[src/rtl/twiddle_mul_sched.sv]
`default_nettype none
// ============================================================================
// Module      : twiddle_mul_sched
// Description : Round-robin scheduler sharing one fixed-latency W8 twiddle
//               multiplier between two butterfly requesters. Operand pairs are
//               accepted over a req/gnt handshake, registered onto the
//               multiplier inputs, tracked through a valid/id tag pipe matched
//               to the multiplier latency, and returned id-tagged through a
//               registered result port.
// Ports       : clk, rst                  clock, synchronous active-high reset
//               req0/ra0/rb0/gnt0         requester 0 handshake and operands
//               req1/ra1/rb1/gnt1         requester 1 handshake and operands
//               mul_ra, mul_rb            registered operands to the multiplier
//               mul_real, mul_image       multiplier results (LAT cycles later)
//               res_valid/res_id          registered result strobe and owner
//               res_real/res_image        registered copies of the results
//               idle                      registered: nothing in flight
// Parameters  : N   - data width is 2**N bits
//               LAT - multiplier latency in cycles, legal range 1..8
// Revision    : 1.0 - initial release
// ============================================================================
module twiddle_mul_sched #(
    parameter int N   = 4,
    parameter int LAT = 3
) (
    input  logic                clk,
    input  logic                rst,
    input  logic                req0,
    input  logic [(2**N)-1:0]   ra0,
    input  logic [(2**N)-1:0]   rb0,
    output logic                gnt0,
    input  logic                req1,
    input  logic [(2**N)-1:0]   ra1,
    input  logic [(2**N)-1:0]   rb1,
    output logic                gnt1,
    output logic [(2**N)-1:0]   mul_ra,
    output logic [(2**N)-1:0]   mul_rb,
    input  logic [(2**N)-1:0]   mul_real,
    input  logic [(2**N)-1:0]   mul_image,
    output logic                res_valid,
    output logic                res_id,
    output logic [(2**N)-1:0]   res_real,
    output logic [(2**N)-1:0]   res_image,
    output logic                idle
);

    localparam int c_W = 2**N;

    // ------------------------------------------------------------------
    // State
    // ------------------------------------------------------------------
    logic             r_ptr_q;
    logic             w_ptr_d;
    logic [c_W-1:0]   r_mul_ra_q, w_mul_ra_d;
    logic [c_W-1:0]   r_mul_rb_q, w_mul_rb_d;
    logic [LAT:0]     r_vld_q, w_vld_d;     // tag pipe valids, stage 0..LAT
    logic [LAT:0]     r_id_q,  w_id_d;      // tag pipe requester ids
    logic             r_res_valid_q, w_res_valid_d;
    logic             r_res_id_q,    w_res_id_d;
    logic [c_W-1:0]   r_res_real_q;
    logic [c_W-1:0]   r_res_image_q;
    logic             r_idle_q, w_idle_d;

    // ------------------------------------------------------------------
    // Arbiter: a lone requester always wins; under contention the
    // requester named by the pointer wins. Grants are suppressed during
    // reset so nothing is handshaken away while state is being cleared.
    // ------------------------------------------------------------------
    logic w_sel;
    logic w_grant;

    always_comb begin
        w_sel = 1'b0;
        if (req0 && req1) begin
            w_sel = r_ptr_q;
        end else if (req1) begin
            w_sel = 1'b1;
        end
    end

    assign w_grant = (req0 | req1) & ~rst;
    assign gnt0    = w_grant & req0 & ~w_sel;
    assign gnt1    = w_grant & req1 &  w_sel;

    // ------------------------------------------------------------------
    // Next-state logic
    // ------------------------------------------------------------------
    always_comb begin
        // pointer flips away from whoever was just served
        w_ptr_d    = w_grant ? ~w_sel : r_ptr_q;

        // multiplier operands hold when nothing is issued
        w_mul_ra_d = r_mul_ra_q;
        w_mul_rb_d = r_mul_rb_q;
        if (w_grant) begin
            w_mul_ra_d = w_sel ? ra1 : ra0;
            w_mul_rb_d = w_sel ? rb1 : rb0;
        end

        // tag pipe shifts every cycle; stage LAT lines up with mul_real
        w_vld_d = {r_vld_q[LAT-1:0], w_grant};
        w_id_d  = {r_id_q[LAT-1:0],  w_grant & w_sel};

        w_res_valid_d = r_vld_q[LAT];
        w_res_id_d    = r_id_q[LAT];

        // idle is computed from next-state values so the registered flag
        // describes the same cycle as the other registered outputs
        w_idle_d = ~(|w_vld_d) & ~w_res_valid_d;
    end

    // ------------------------------------------------------------------
    // Registers
    // ------------------------------------------------------------------
    always_ff @(posedge clk) begin
        if (rst) begin
            r_ptr_q       <= 1'b0;
            r_mul_ra_q    <= '0;
            r_mul_rb_q    <= '0;
            r_vld_q       <= '0;
            r_id_q        <= '0;
            r_res_valid_q <= 1'b0;
            r_res_id_q    <= 1'b0;
            r_res_real_q  <= '0;
            r_res_image_q <= '0;
            r_idle_q      <= 1'b1;
        end else begin
            r_ptr_q       <= w_ptr_d;
            r_mul_ra_q    <= w_mul_ra_d;
            r_mul_rb_q    <= w_mul_rb_d;
            r_vld_q       <= w_vld_d;
            r_id_q        <= w_id_d;
            r_res_valid_q <= w_res_valid_d;
            r_res_id_q    <= w_res_id_d;
            r_res_real_q  <= mul_real;
            r_res_image_q <= mul_image;
            r_idle_q      <= w_idle_d;
        end
    end

    // ------------------------------------------------------------------
    // Outputs
    // ------------------------------------------------------------------
    assign mul_ra    = r_mul_ra_q;
    assign mul_rb    = r_mul_rb_q;
    assign res_valid = r_res_valid_q;
    assign res_id    = r_res_id_q;
    assign res_real  = r_res_real_q;
    assign res_image = r_res_image_q;
    assign idle      = r_idle_q;

endmodule
`default_nettype wire

[config.mk]
export PLATFORM = sky130hd
export DESIGN_NAME = twiddle_mul_sched
export DESIGN_NICKNAME = d
export VERILOG_FILES = /design/src/rtl/twiddle_mul_sched.sv
export SDC_FILE = /design/constraint.sdc
export NUM_CORES = 1
export LEC_CHECK = 0
export ABC_AREA = 1
export CAP_MARGIN = 10
export CORE_UTILIZATION = 41
export CTS_CLUSTER_SIZE = 20
export DETAILED_ROUTE_END_ITERATION = 8
export PLACE_DENSITY = 0.85
export SYNTH_ARGS = -nofsm -noshare
export SYNTH_HDL_FRONTEND = slang
export SYNTH_SLANG_ARGS = --single-unit
export TNS_END_PERCENT = 1
[constraint.sdc]
create_clock -name clk -period 2.8 [get_ports clk]
set_input_delay 0.28 -clock clk [delete_from_list [all_inputs] [get_ports clk]]
set_output_delay 0.28 -clock clk [all_outputs]
set_load 0.02 [all_outputs]
==> load_flow_metrics.sql <==
INSERT INTO impl_metrics (metric_group, metric, value, unit) VALUES
('setup_path', 'worstSetupEndpointType', 'output port', ''),
('route', 'drc', '0', ''),
('synth', 'post-synth-top-area-fraction', '50.7', '%'),
('cells_and_area', 'layout-area-overhead-vs-synth', '64.6', '%'),
('floorplan', 'die_h', '87.5', 'um'),
('cells_and_area', 'drive_above_1_share', '8.29', '%'),
('floorplan', 'rows', '30', ''),
('timing', 'timing.setup.tns', '0', 'ns'),
('outcome', 'run_status', 'completed', ''),
('global_routing', 'grt_pass1_vias', '3026', ''),
('clock_tree', 'clock_tree.root_cell', 'sky130_fd_sc_hd__clkbuf_8', ''),
('route', 'vias_per_cell', '4.54', ''),
('timing', 'max_clock_freq', '429', 'MHz'),
('pwr', 'vdd.ir_drop.worst', '372', 'uV'),
('setup_path', 'path_common_cell', 'sky130_fd_sc_hd__clkdlybuf4s50_1', ''),
('timing', 'setup_viol', '0', ''),
('setup_path', 'critical_path_cell_count', '6', ''),
('clock_tree', 'cts_htree_levels', '3', ''),
('setup_path', 'timing.reg2reg.worst_path_depth', '8', ''),
('route', 'drt_first_pass_iters', '5', ''),
('cells_and_area', 'fin_area', '0.00494', 'mm2'),
('timing', 'final_max_slew_viol_count', '0', ''),
('global_routing', 'grt_max_degree', '37', ''),
('place', 'place.port_buffers', '168', ''),
('pwr', 'seq_power_share', '45.5', '%'),
('run', 'max_cap_viol_count', '0', ''),
('worst_hold_path', 'whs_path_depth', '2', ''),
('route', 'wirelength', '8470', 'um'),
('pwr', 'power.leakage', '2.32', 'nW'),
('place', 'dp.final_hpwl', '6040', 'um'),
('synth', 'synth.net_count', '512', ''),
('floorplan', 'floorplan.initialDensity', '43.2', '%'),
('place', 'place_area', '0.00472', 'mm2'),
('synth', 'synthesized_area_per_cell', '7.28', 'um2'),
('cells_and_area', 'most_common_cell_after_layout_fill_and_taps_aside', 'sky130_fd_sc_hd__clkdlybuf4s50_1', ''),
('pwr', 'p_per_area', '522', 'mW/mm2'),
('timing', 'worst_slew_margin_rel', '61.0', '%'),
('timing', 'timing_worst_slew_pin_value', '0.585', 'ns'),
('clock_tree', 'tritoncts_clock_tree', 'done', ''),
('setup_path', 'arrival', '2.05', 'ns'),
('floorplan', 'die_width', '87.5', 'um'),
('setup_path', 'crit_path_max_fanout', '11', ''),
('setup_path', 'cpPeakStageDelay', '0.59', 'ns'),
('synth', 'synth_sequential_area_ratio', '50.7', '%'),
('setup_path', 'cell_with_the_largest_stage_delay_on_the_worst_path', 'sky130_fd_sc_hd__clkdlybuf4s50_1', ''),
('pwr', 'p_sw_share', '27.2', '%'),
('synth', 'synth.ff_latch_count', '76', ''),
('clock_tree', 'cts.repair_timing.setup_buffer_count', '0', ''),
('pwr', 'combinational_power_share', '21.6', '%'),
('clock_tree', 'postCtsResizedCells', '0', ''),
('setup_path', 'cpLargestDelayFamily', 'buffers and inverters', ''),
('setup_path', 'worstPathRequired', '2.52', 'ns'),
('worst_hold_path', 'hold_path_class', 'input pin to flip-flop', ''),
('global_routing', 'antenna_found_initial', '0', ''),
('global_routing', 'grt_pass1_wl', '13200', 'um'),
('clock_tree', 'numClockSinks', '76', ''),
('route', 'wl_per_cell', '12.6', 'um'),
('route', 'drtIter0Drc', '86', ''),
('synth', 'synth.yosys.warnings', '0', ''),
('pwr', 'part_of_the_power_in_the_clock_network', '32.9', '%'),
('setup_path', 'setup.worst_path.class', 'input pin to output port', ''),
('timing', 'finalCritPeriodShare', '83.3', '%'),
('clock_tree', 'clock_latency_at_the_later_pin_of_the_worst_skew_pair', '0.33', 'ns'),
('floorplan', 'fp.coreArea', '0.00694', 'mm2'),
('setup_path', 'crit_path_cell_trace', 'clkdlybuf4s50_1 -> nand2_2 -> nand2_1 -> nand2_4 -> inv_1 -> clkdlybuf4s50_1', ''),
('place', 'routabilityCongestion', '0.752', ''),
('clock_tree', 'number_of_buffers_inserted_during_clock_tree_synthesis', '9', ''),
('setup_path', 'critPathLaunchType', 'input pin', ''),
('floorplan', 'io-pin-count', '169', ''),
('timing', 'final_hold_viol_count', '0', ''),
('route', 'route.antenna.remaining_nets', '0', '');
==> sequential cells by signal (all words and copies together) (netlist names) <==
| register | flops |
|---|---|
| mul_ra | 16 |
| idle | 1 |
| res_valid | 1 |
| res_real | 16 |
| r_id_q | 4 |
| res_id | 1 |
| res_image | 16 |
| mul_rb | 16 |
| r_vld_q | 4 |
| r_ptr_q | 1 |
==> cells in the mapped netlist <==
cell type	count
sky130_fd_sc_hd__o21ai_2	1
sky130_fd_sc_hd__o21ai_0	1
sky130_fd_sc_hd__nand2_4	1
sky130_fd_sc_hd__nand4_1	27
sky130_fd_sc_hd__inv_1	74
sky130_fd_sc_hd__nand3_1	21
sky130_fd_sc_hd__clkbuf_1	11
sky130_fd_sc_hd__nand2_2	1
sky130_fd_sc_hd__inv_4	1
sky130_fd_sc_hd__buf_4	4
sky130_fd_sc_hd__nor2_1	99
sky130_fd_sc_hd__nor2_2	18
sky130_fd_sc_hd__buf_1	2
sky130_fd_sc_hd__buf_2	5
sky130_fd_sc_hd__buf_6	2
sky130_fd_sc_hd__nor2_8	1
sky130_fd_sc_hd__nand2_1	66
sky130_fd_sc_hd__nor2_4	1
sky130_fd_sc_hd__dfxtp_1	76
==> power by group through the flow <==
stage               combinational [mW]  clock, mW  sequential [mW]
floorplan                        0.185          0             1.27
global placement                 0.542          0             1.19
detailed placement               0.554          0             1.20
CTS                              0.558      0.871             1.17
global route                     0.601      0.928             1.18
finish                           0.556      0.847             1.17
==> cells by family after synthesis <==
family / after synthesis / synth area share [%]
AO/OA/AOI/OAI: 2 / 0.459
buffers and inverters: 99 / 13.7
AND/OR/NAND/NOR: 235 / 35.2
flip-flops: 76 / 50.7
==> layout make-up <==
cell class / instances / area [um2]
repair buffers: 175 / 1740
clock inverters: 6 / 70.1
flip-flops and latches: 76 / 1520
well taps: 96 / 120
fillers: 548 / 2010
inverters: 75 / 284
multi-input cells: 237 / 1070
clock buffers: 10 / 138
==> stage by stage <==
stage          hold WS (ns)  utilization, %  setup WS (ns)  total power [mW]  cells
5_1_grt               0.338            71.1          0.374              2.71    675
3_5_place_dp          0.396            67.9          0.399              1.75    658
6_report              0.332            71.1          0.468              2.58    675
4_1_cts               0.322            70.9          0.448              2.60    674
2_1_floorplan         0.387               -           1.41              1.45    412
3_3_place_gp          0.390            67.9          0.474              1.74    658
==> routing by layer <==
layer | wire [um] | track usage (%)
met5 | 0 | 0
met4 | 78 | 6.71
met3 | 653 | 8.67
met2 | 4350 | 40.1
met1 | 3390 | 24.0
==> final timing paths <==
check / from / end / slack [ns]
max: req0 / gnt0 / 0.47
min: rst / res_image[8] / 0.33
max reg2reg: r_ptr_q / mul_rb[15] / 1.13
min reg2reg: r_id_q[0] / r_id_q[1] / 0.40
Power figures use the tool's default switching activity.
